`src/rtl/cpu_pkg.sv`:
```
// cpu_pkg: shared CPU constants and branch-resolve state encoding.
// Revision: 1.0
`default_nettype none

package cpu_pkg;

  localparam int ADDR_W = 10;

  typedef enum logic [1:0] {
    RUN     = 2'd0,
    CORRECT = 2'd1,
    DRAIN   = 2'd2
  } bru_state_t;

endpackage

`default_nettype wire

```
`src/rtl/br_fifo.sv`:
```
// br_fifo: in-order branch-record FIFO with synchronous clear.
// Revision: 1.0
`default_nettype none

module br_fifo #(
  parameter int AW    = 10,
  parameter int DEPTH = 4
) (
  input  logic          clk,
  input  logic          rst,
  input  logic          push,
  input  logic          pop,
  input  logic          clear,
  input  logic [AW-1:0] din,
  output logic          full,
  output logic          empty,
  output logic [AW-1:0] head
);

  localparam int PW = $clog2(DEPTH);

  logic [AW-1:0] mem [DEPTH];
  logic [PW-1:0] wr_ptr;
  logic [PW-1:0] rd_ptr;
  logic [PW:0]   count;

  // DEPTH is a power of two, so pointer overflow is the modulo wrap.
  always_ff @(posedge clk) begin
    if (rst || clear) begin
      wr_ptr <= '0;
      rd_ptr <= '0;
      count  <= '0;
    end else begin
      if (push) wr_ptr <= wr_ptr + PW'(1);
      if (pop)  rd_ptr <= rd_ptr + PW'(1);
      case ({push, pop})
        2'b10:   count <= count + (PW+1)'(1);
        2'b01:   count <= count - (PW+1)'(1);
        default: count <= count;
      endcase
    end
  end

  always_ff @(posedge clk) begin
    if (push && !clear) mem[wr_ptr] <= din;
  end

  assign full  = (count == (PW+1)'(DEPTH));
  assign empty = (count == '0);
  assign head  = mem[rd_ptr];

endmodule

`default_nettype wire

```
`src/rtl/branch_resolve.sv`:
```
// branch_resolve: tracks predicted-not-taken branches and redirects fetch on mispredict.
// Optional BRANCH_RESOLVE_STATS_EN adds saturating resolve/mispredict counters. Revision: 1.0
`default_nettype none

module branch_resolve
  import cpu_pkg::*;
#(
  parameter int AW           = ADDR_W,
  parameter int DEPTH        = 4,
  parameter int FLUSH_CYCLES = 2
) (
  input  logic          clk,
  input  logic          rst,
  input  logic          enq_valid,
  input  logic [AW-1:0] enq_target,
  input  logic          resolve_valid,
  input  logic          resolve_taken,
  output logic          correct_en,
  output logic [AW-1:0] correction,
  output logic          flush,
  output logic          hold,
  output logic          err
`ifdef BRANCH_RESOLVE_STATS_EN
  ,
  output logic [15:0]   stat_resolved,
  output logic [15:0]   stat_mispred
`endif
);

  bru_state_t    state;
  logic [2:0]    drain_cnt;
  logic          full;
  logic          empty;
  logic [AW-1:0] head;
  logic          in_run;
  logic          enq_ok;
  logic          res_ok;
  logic          mispredict;
  logic          err_next;

  assign in_run     = (state == RUN);
  assign enq_ok     = in_run && enq_valid && !full;
  assign res_ok     = in_run && resolve_valid && !empty;
  assign mispredict = res_ok && resolve_taken;
  // Enq outside RUN is silently dropped; resolve outside RUN is a violation.
  assign err_next   = (in_run && enq_valid && full) ||
                      (resolve_valid && (!in_run || empty));
  assign hold       = full || !in_run;

  br_fifo #(
    .AW    (AW),
    .DEPTH (DEPTH)
  ) u_fifo (
    .clk   (clk),
    .rst   (rst),
    .push  (enq_ok && !mispredict),
    .pop   (res_ok && !resolve_taken),
    .clear (mispredict),
    .din   (enq_target),
    .full  (full),
    .empty (empty),
    .head  (head)
  );

  always_ff @(posedge clk) begin
    if (rst) begin
      state      <= RUN;
      drain_cnt  <= '0;
      correct_en <= 1'b0;
      correction <= '0;
      flush      <= 1'b0;
      err        <= 1'b0;
    end else begin
      err        <= err_next;
      correct_en <= 1'b0;
      case (state)
        RUN: begin
          if (mispredict) begin
            correct_en <= 1'b1;
            correction <= head;
            flush      <= 1'b1;
            state      <= CORRECT;
          end
        end
        CORRECT: begin
          drain_cnt <= 3'(FLUSH_CYCLES - 1);
          state     <= DRAIN;
        end
        DRAIN: begin
          if (drain_cnt == 3'd0) begin
            flush <= 1'b0;
            state <= RUN;
          end else begin
            drain_cnt <= drain_cnt - 3'd1;
          end
        end
        default: state <= RUN;
      endcase
    end
  end

`ifdef BRANCH_RESOLVE_STATS_EN
  always_ff @(posedge clk) begin
    if (rst) begin
      stat_resolved <= '0;
      stat_mispred  <= '0;
    end else begin
      if (res_ok && stat_resolved != 16'hFFFF) stat_resolved <= stat_resolved + 16'd1;
      if (mispredict && stat_mispred != 16'hFFFF) stat_mispred <= stat_mispred + 16'd1;
    end
  end
`endif

endmodule

`default_nettype wire

```
`config.mk`:
```
export PLATFORM = sky130hd
export DESIGN_NAME = branch_resolve
export DESIGN_NICKNAME = d
export VERILOG_FILES = /design/src/rtl/cpu_pkg.sv /design/src/rtl/br_fifo.sv /design/src/rtl/branch_resolve.sv
export SDC_FILE = /design/constraint.sdc
export NUM_CORES = 1
export LEC_CHECK = 0
export ABC_AREA = 1
export CORE_ASPECT_RATIO = 0.8
export CORE_MARGIN = 3
export CORE_UTILIZATION = 45
export DETAILED_ROUTE_END_ITERATION = 12
export HOLD_SLACK_MARGIN = 0.1
export PLACE_DENSITY_LB_ADDON = 0.2
export SYNTH_ARGS = -nofsm -noshare
export SYNTH_HDL_FRONTEND = slang
export SYNTH_SLANG_ARGS = --single-unit
```
`constraint.sdc`:
```
create_clock -name clk -period 2.1 [get_ports clk]
set_clock_uncertainty 0.1 [all_clocks]
set_input_delay 0.525 -clock clk [delete_from_list [all_inputs] [get_ports clk]]
set_output_delay 0.525 -clock clk [all_outputs]
set_load 0.005 [all_outputs]
```
== Word level (Yosys, flattened, before mapping) ==
Memory sizes are Yosys's and may differ from the RTL's. A register that Yosys moved wholly into a read port is not among the register bits.
Cells that the tools add are included.
Operators by class
  add/sub/neg operators: 5
  multiply operators: 0
  div/mod/pow operators: 0
  $lt $le $gt $ge: 0
  eq/ne operators: 8
  shift-type cells: 0
  mux-type cells: 12
  bitwise gates (word level): 1
  reductions and logical operators: 30
Operators with widths (count)
  3-bit case mux with 2 select lines: 2
  1-bit logical AND: 10
  3-bit zero test: 2
  2-bit case mux with 3 select lines: 1
  2-bit AND reduction: 3
  2-bit nonzero test: 3
  3-bit by 1-bit subtractor with 3-bit output (second input constant): 2
  1-bit zero test: 5
  1-bit 2-to-1 mux: 5
  2-bit by 1-bit adder with 2-bit output (second input constant): 2
  2-bit by 1-bit == test with 1-bit output (second input constant): 2
  2-bit == test (second input constant): 2
  1-bit logical OR: 4
  2-bit 2-to-1 mux: 2
  2-bit != test (second input constant): 2
  3-bit by 1-bit adder with 3-bit output (second input constant): 1
  3-bit == test (second input constant): 1
  3-bit 2-to-1 mux: 1
  3-bit AND reduction: 1
  2-bit zero test: 1
  2-bit by 1-bit != test with 1-bit output (second input constant): 1
  1-bit case mux with 2 select lines: 1
  2-bit OR reduction: 1
  1-bit NOT: 1
Storage, ports and cells
  bits in registers: 15
  latch bits: 0
  memory bits (writable): 40
  bits in read-only memories: 0
  input port bits: 15
  output and inout port bits: 14
  word-level logic and storage cells: 65
  memories kept: 1
Memories
  u_fifo.mem: words 4, width 10, rd ports 1, clocked after Yosys merged registers in 1, wr ports 1, RTL line br_fifo.sv:22  | logic [AW-1:0] mem [DEPTH];

== Longest topological paths before layout ==
  depth after elaboration: 9
  gate-level depth with buffers: 13
  mapped depth without buffers: 13

== Hierarchy ==
From an unflattened synthesis, not the netlist that was laid out.
Second synthesis, totals
  cell total of the unflattened synthesis: 272
  area total of the unflattened synthesis: 2763.9 um^2
Modules (own cells, without submodules)
  br_fifo: times used 1, cells each 158, area each 1959.4 um^2, sequential area each 1381.3 um^2
  branch_resolve: times used 1, cells each 114, area each 804.5 um^2, sequential area each 360.3 um^2

== Worst setup path before layout ==
Ideal clock, no wire load.
  kind: in2reg
  start point: input port resolve_valid
  end point: register u_fifo.count[2]
  library setup time: 0.118 ns
  arrival time: 1.879 ns
  required time: 1.882 ns
  setup slack: 0.002 ns
  stages on the path: 12
  buffers on the path: 0
  path through: inv_1 nor2_8 nand3_4 nand2_2 ha_1 inv_1 fa_1 inv_1 nand2_1 nand3_1 xor2_1 nor2_1
Between the ends
  longest elaborated chain between the ends: 7
  elaborated cells on any way between the ends: 11
  those cells by class: eq/ne: 2; mux: 1; reduce/logical: 8
Ends and longest elaborated chain
  start, declared: RTL line branch_resolve.sv:16  | input logic resolve_valid,
  1-bit logical AND (*) (2 in series): RTL line branch_resolve.sv:43  | assign res_ok = in_run && resolve_valid && !empty;
  1-bit logical AND: RTL line branch_resolve.sv:44  | assign mispredict = res_ok && resolve_taken;
  1-bit zero test: RTL line branch_resolve.sv:56  | .push (enq_ok && !mispredict),
  1-bit logical AND: RTL line branch_resolve.sv:56
  2-bit by 1-bit == test with 1-bit output / 2-bit == test (equally long branches): RTL line br_fifo.sv:36  | case ({push, pop})
  3-bit case mux with 2 select lines / 2-bit nonzero test (equally long branches)
  end signal, assigned: RTL line br_fifo.sv:37  | 2'b10: count <= count + (PW+1)'(1);
  end signal, assigned: RTL line br_fifo.sv:38  | 2'b01: count <= count - (PW+1)'(1);
  end signal, assigned: RTL line br_fifo.sv:39  | default: count <= count;
  end, declared: RTL line br_fifo.sv:25  | logic [PW:0] count;
Mark *: on every way between the ends. The rest lies on a longest branch, timed or not.
A chain may end at the register's enable or synchronous reset.

== Worst setup path in the final report ==
  start point: input port enq_valid
  end point: register u_fifo.count[1]
Between the ends
  longest elaborated chain between the ends: 5
  elaborated cells on any way between the ends: 7
  those cells by class: eq/ne: 2; mux: 1; reduce/logical: 4
Ends and longest elaborated chain
  start, declared: RTL line branch_resolve.sv:14  | input logic enq_valid,
  1-bit logical AND (*) (2 in series): RTL line branch_resolve.sv:42  | assign enq_ok = in_run && enq_valid && !full;
  1-bit logical AND (*): RTL line branch_resolve.sv:56
  2-bit by 1-bit == test with 1-bit output / 2-bit == test (equally long branches): RTL line br_fifo.sv:36
  3-bit case mux with 2 select lines / 2-bit nonzero test (equally long branches)
Marked as above.

==> flow_summary.json <==
{
  "outcome": "finished, final reports clean",
  "clock_power_share_pct": 30.8,
  "setup_slack_ps": 95.6,
  "drtIter0Drc": 139,
  "r2r.worst_path.cells": 13,
  "criticalPathCategory": "primary input to flop",
  "clk_path_buf_depth": 2,
  "grt_pass1_vias": 1723,
  "maxSlewHeadroom_pct": 72.9,
  "numPortBuffers": 28,
  "period_minus_slack_ps": 2000,
  "syn2layout_area_growth_pct": 25.7,
  "switchingPower_uw": 875,
  "vias": 1918,
  "cp-end-kind": "flop",
  "holdCritPathClass": "flop to flop",
  "final-setup-viol-count": 0,
  "synth_top_area_cell": "edfxtp_1",
  "worstHoldPathCells": 2,
  "crit_arrival_ps": 2180,
  "placed_area_mm2": 0.00330,
  "utilization_pct": 58.9,
  "regToRegEndpoint": "u_fifo.count[2]$_SDFFE_PP0P_",
  "track_usage_pct": 15.8,
  "avgSynthCellArea_um2": 10.4,
  "place_inst": 393,
  "core_area_mm2": 0.00597,
  "powerDensity_mw_per_mm2": 914,
  "min_to": "correction[4]$_SDFFE_PP0P_",
  "cts_buffers": 9,
  "yosysSeqAreaShare_pct": 60.8,
  "die_x_um": 94.2,
  "crit_fanout": 3,
  "post_cts_buffers": 0,
  "whs_ps": 371,
  "async_flop_share_pct": 0,
  "std_cell_rows": 25,
  "multi_input_area_um2": 955,
  "synth_flop_cell": "edfxtp_1",
  "fmax_mhz": 499,
  "nFillCells": 515,
  "cts_max_level": 3,
  "power.internal_mw": 2.34,
  "fin_setup_tns_ps": 0,
  "cp.required_ps": 2270,
  "rsz0062_at_grt": "false",
  "die_h_um": 76.6,
  "tightest_slew_ps": 406,
  "grt_max_degree": 23,
  "ys_seq_elements": 65,
  "ios": 29,
  "antenna_found_initial": 0,
  "dr.pass1.iters": 4,
  "p_comb_share_pct": 21.1,
  "drc_errors": 0,
  "ff2ff_setup_slack_ps": 140,
  "post-route-period-util_pct": 95.4,
  "cts_tree": "built",
  "p_seq_share_pct": 48.1,
  "drv_slew": 0,
  "synthTopCellsByArea": "edfxtp_1 43%, dfxtp_1 18%, nand2_1 9.9%",
  "finalHoldViolations": 0,
  "ff_latch_area_mm2": 0.00170,
  "root_buffer": "clkbuf_8",
  "routabilityCongestion": 0.776,
  "layout.nets": 346,
  "netlist_area_mm2": 0.00280,
  "clk_pin_slew_ps": 60,
  "postRouteAntennaNets": 0,
  "synth_edf_count": 40,
  "dp_hpwl_mm": 3.62,
  "drv_cap": 0,
  "finalNonFillerCells": 409,
  "preCtsSetupSlack_ps": -521,
  "stdcell_area_mm2": 0.00352,
  "clock_latency_ps": 330,
  "clock_sinks": 65,
  "synthesis.nets": 293,
  "ir_worst_vdd_v": 0.000570,
  "grt_pass1_wl_mm": 8.47,
  "antenna_cells": 0,
  "layout-drive-gt1-share_pct": 24.1,
  "yosys.cell_types.count": 26,
  "worst_setup_path_start_kind": "primary input",
  "worstReg2RegStart": "state[1]$_SDFFE_PP0P_",
  "post-synth-top-area-fraction_pct": 42.9,
  "synthCells": 270,
  "power_mw": 3.22,
  "vias_per_cell": 4.69,
  "p_leak_nw": 1.44,
  "holdCritStartpoint": "correction[4]$_SDFFE_PP0P_",
  "initial_core_util_pct": 46.9,
  "drt_wl_total_mm": 5.13,
  "p_sw_share_pct": 27.2,
  "die-area_mm2": 0.00721,
  "grt_overflow": 0,
  "ys_warn_count": 0,
  "wl_per_cell_um": 12.6
}
==> flip-flops by register name, summed over array words and instances, names as in the netlist <==
| name | flops |
|---|---|
| err | 1 |
| correction | 10 |
| u_fifo.rd_ptr | 2 |
| u_fifo.mem | 40 |
| u_fifo.wr_ptr | 2 |
| state | 2 |
| u_fifo.count | 3 |
| correct_en | 1 |
| drain_cnt | 3 |
| flush | 1 |
==> placed cells by master, fill, tap and decap left out, types with 3 or more instances in the layout <==
| cell type | synthesis | layout |
|---|---|---|
| a21oi_1 | 10 | 10 |
| buf_4 | 0 | 23 |
| clkbuf_8 | 0 | 11 |
| clkdlybuf4s50_1 | 0 | 25 |
| dfxtp_1 | 25 | 23 |
| edfxtp_1 | 40 | 40 |
| ha_1 | 7 | 6 |
| inv_1 | 20 | 18 |
| inv_2 | 9 | 11 |
| nand2_1 | 74 | 73 |
| nand2_2 | 2 | 3 |
| nand3_1 | 28 | 26 |
| nand3_2 | 10 | 12 |
| nand4_1 | 3 | 3 |
| nor2_1 | 12 | 11 |
| o21ai_1 | 3 | 3 |
| o21ai_2 | 7 | 7 |
==> critical path, cell delays in order <==
cell	delay [ps]
clkdlybuf4s50_1	470
nand2_2	70
nor2_2	130
nand2_2	70
ha_2	170
inv_1	90
fa_2	430
nor2_1	90
a21oi_1	40
nor2_1	90
==> final cells by class <==
cell class                      count  share of cell area, %
Sequential cell                    65                   48.4
Multi-Input combinational cell    167                   27.1
Timing Repair Buffer               51                   13.0
Clock buffer                       14                   5.23
Inverter                           29                   3.09
Tap cell                           81                   2.88
Clock inverter                      2                  0.284
==> cells by family after synthesis <==
kind of cell | count (synthesis) | synth area share, %
flip-flops | 65 | 60.8
adder cells (fa/ha/maj) | 8 | 3.84
buffers and inverters | 38 | 5.85
AND/OR/NAND/NOR | 134 | 23.8
XOR/XNOR | 2 | 0.626
AO/OA/AOI/OAI | 23 | 5.14
==> power by group through the flow <==
stage	Clock (mW)	Sequential [mW]	Combinational, mW
global placement	0	1.57	0.667
detailed placement	0	1.57	0.674
CTS	1.03	1.55	0.686
global route	1.09	1.56	0.761
floorplan	0	1.57	0.403
finish	0.991	1.55	0.678
==> synth_stat cells, types with 2 or more instances <==
cell type,count
nand2_1,74
edfxtp_1,40
nand3_1,28
dfxtp_1,25
inv_1,20
nor2_1,12
a21oi_1,10
nand3_2,10
inv_2,9
ha_1,7
o21ai_2,7
buf_2,5
nand4_1,3
o21ai_1,3
buf_6,2
clkbuf_1,2
nand2_2,2
o21ai_0,2
xor2_1,2
==> per-layer routing <==
metal	share of wire, %	wire length (µm)	track usage, %	vias up
li1	-	-	-	1001
met1	49	2520	21.7	867
met2	44	2260	22.4	41
met3	5.1	262	5.53	9
met4	1.8	93	6.93	0
met5	0	0	0	-
==> timing repair <==
item                       CTS  global route
hold buffers                 0             0
resized for setup            6             7
setup endpoints to repair    2             3
cloned                       0             0
pin swaps                    1             3
==> how the worst max path moves through the flow <==
| stage | startpoint | endpoint | slack (ps) | cells after the start |
|---|---|---|---|---|
| floorplan | resolve_valid | u_fifo.count[2]$_SDFFE_PP0P_ | 2 | 12 |
| global placement | resolve_valid | u_fifo.count[2]$_SDFFE_PP0P_ | -480 | 13 |
| detailed placement | resolve_valid | u_fifo.count[2]$_SDFFE_PP0P_ | -520 | 13 |
| CTS | state[1]$_SDFFE_PP0P_ | hold | 4 | 3 |
| global route | u_fifo.count[1]$_SDFFE_PP0P_ | u_fifo.count[2]$_SDFFE_PP0P_ | 2 | 13 |
| finish | enq_valid | u_fifo.count[1]$_SDFFE_PP0P_ | 100 | 10 |
No activity file was read; power rests on OpenSTA's default activity.
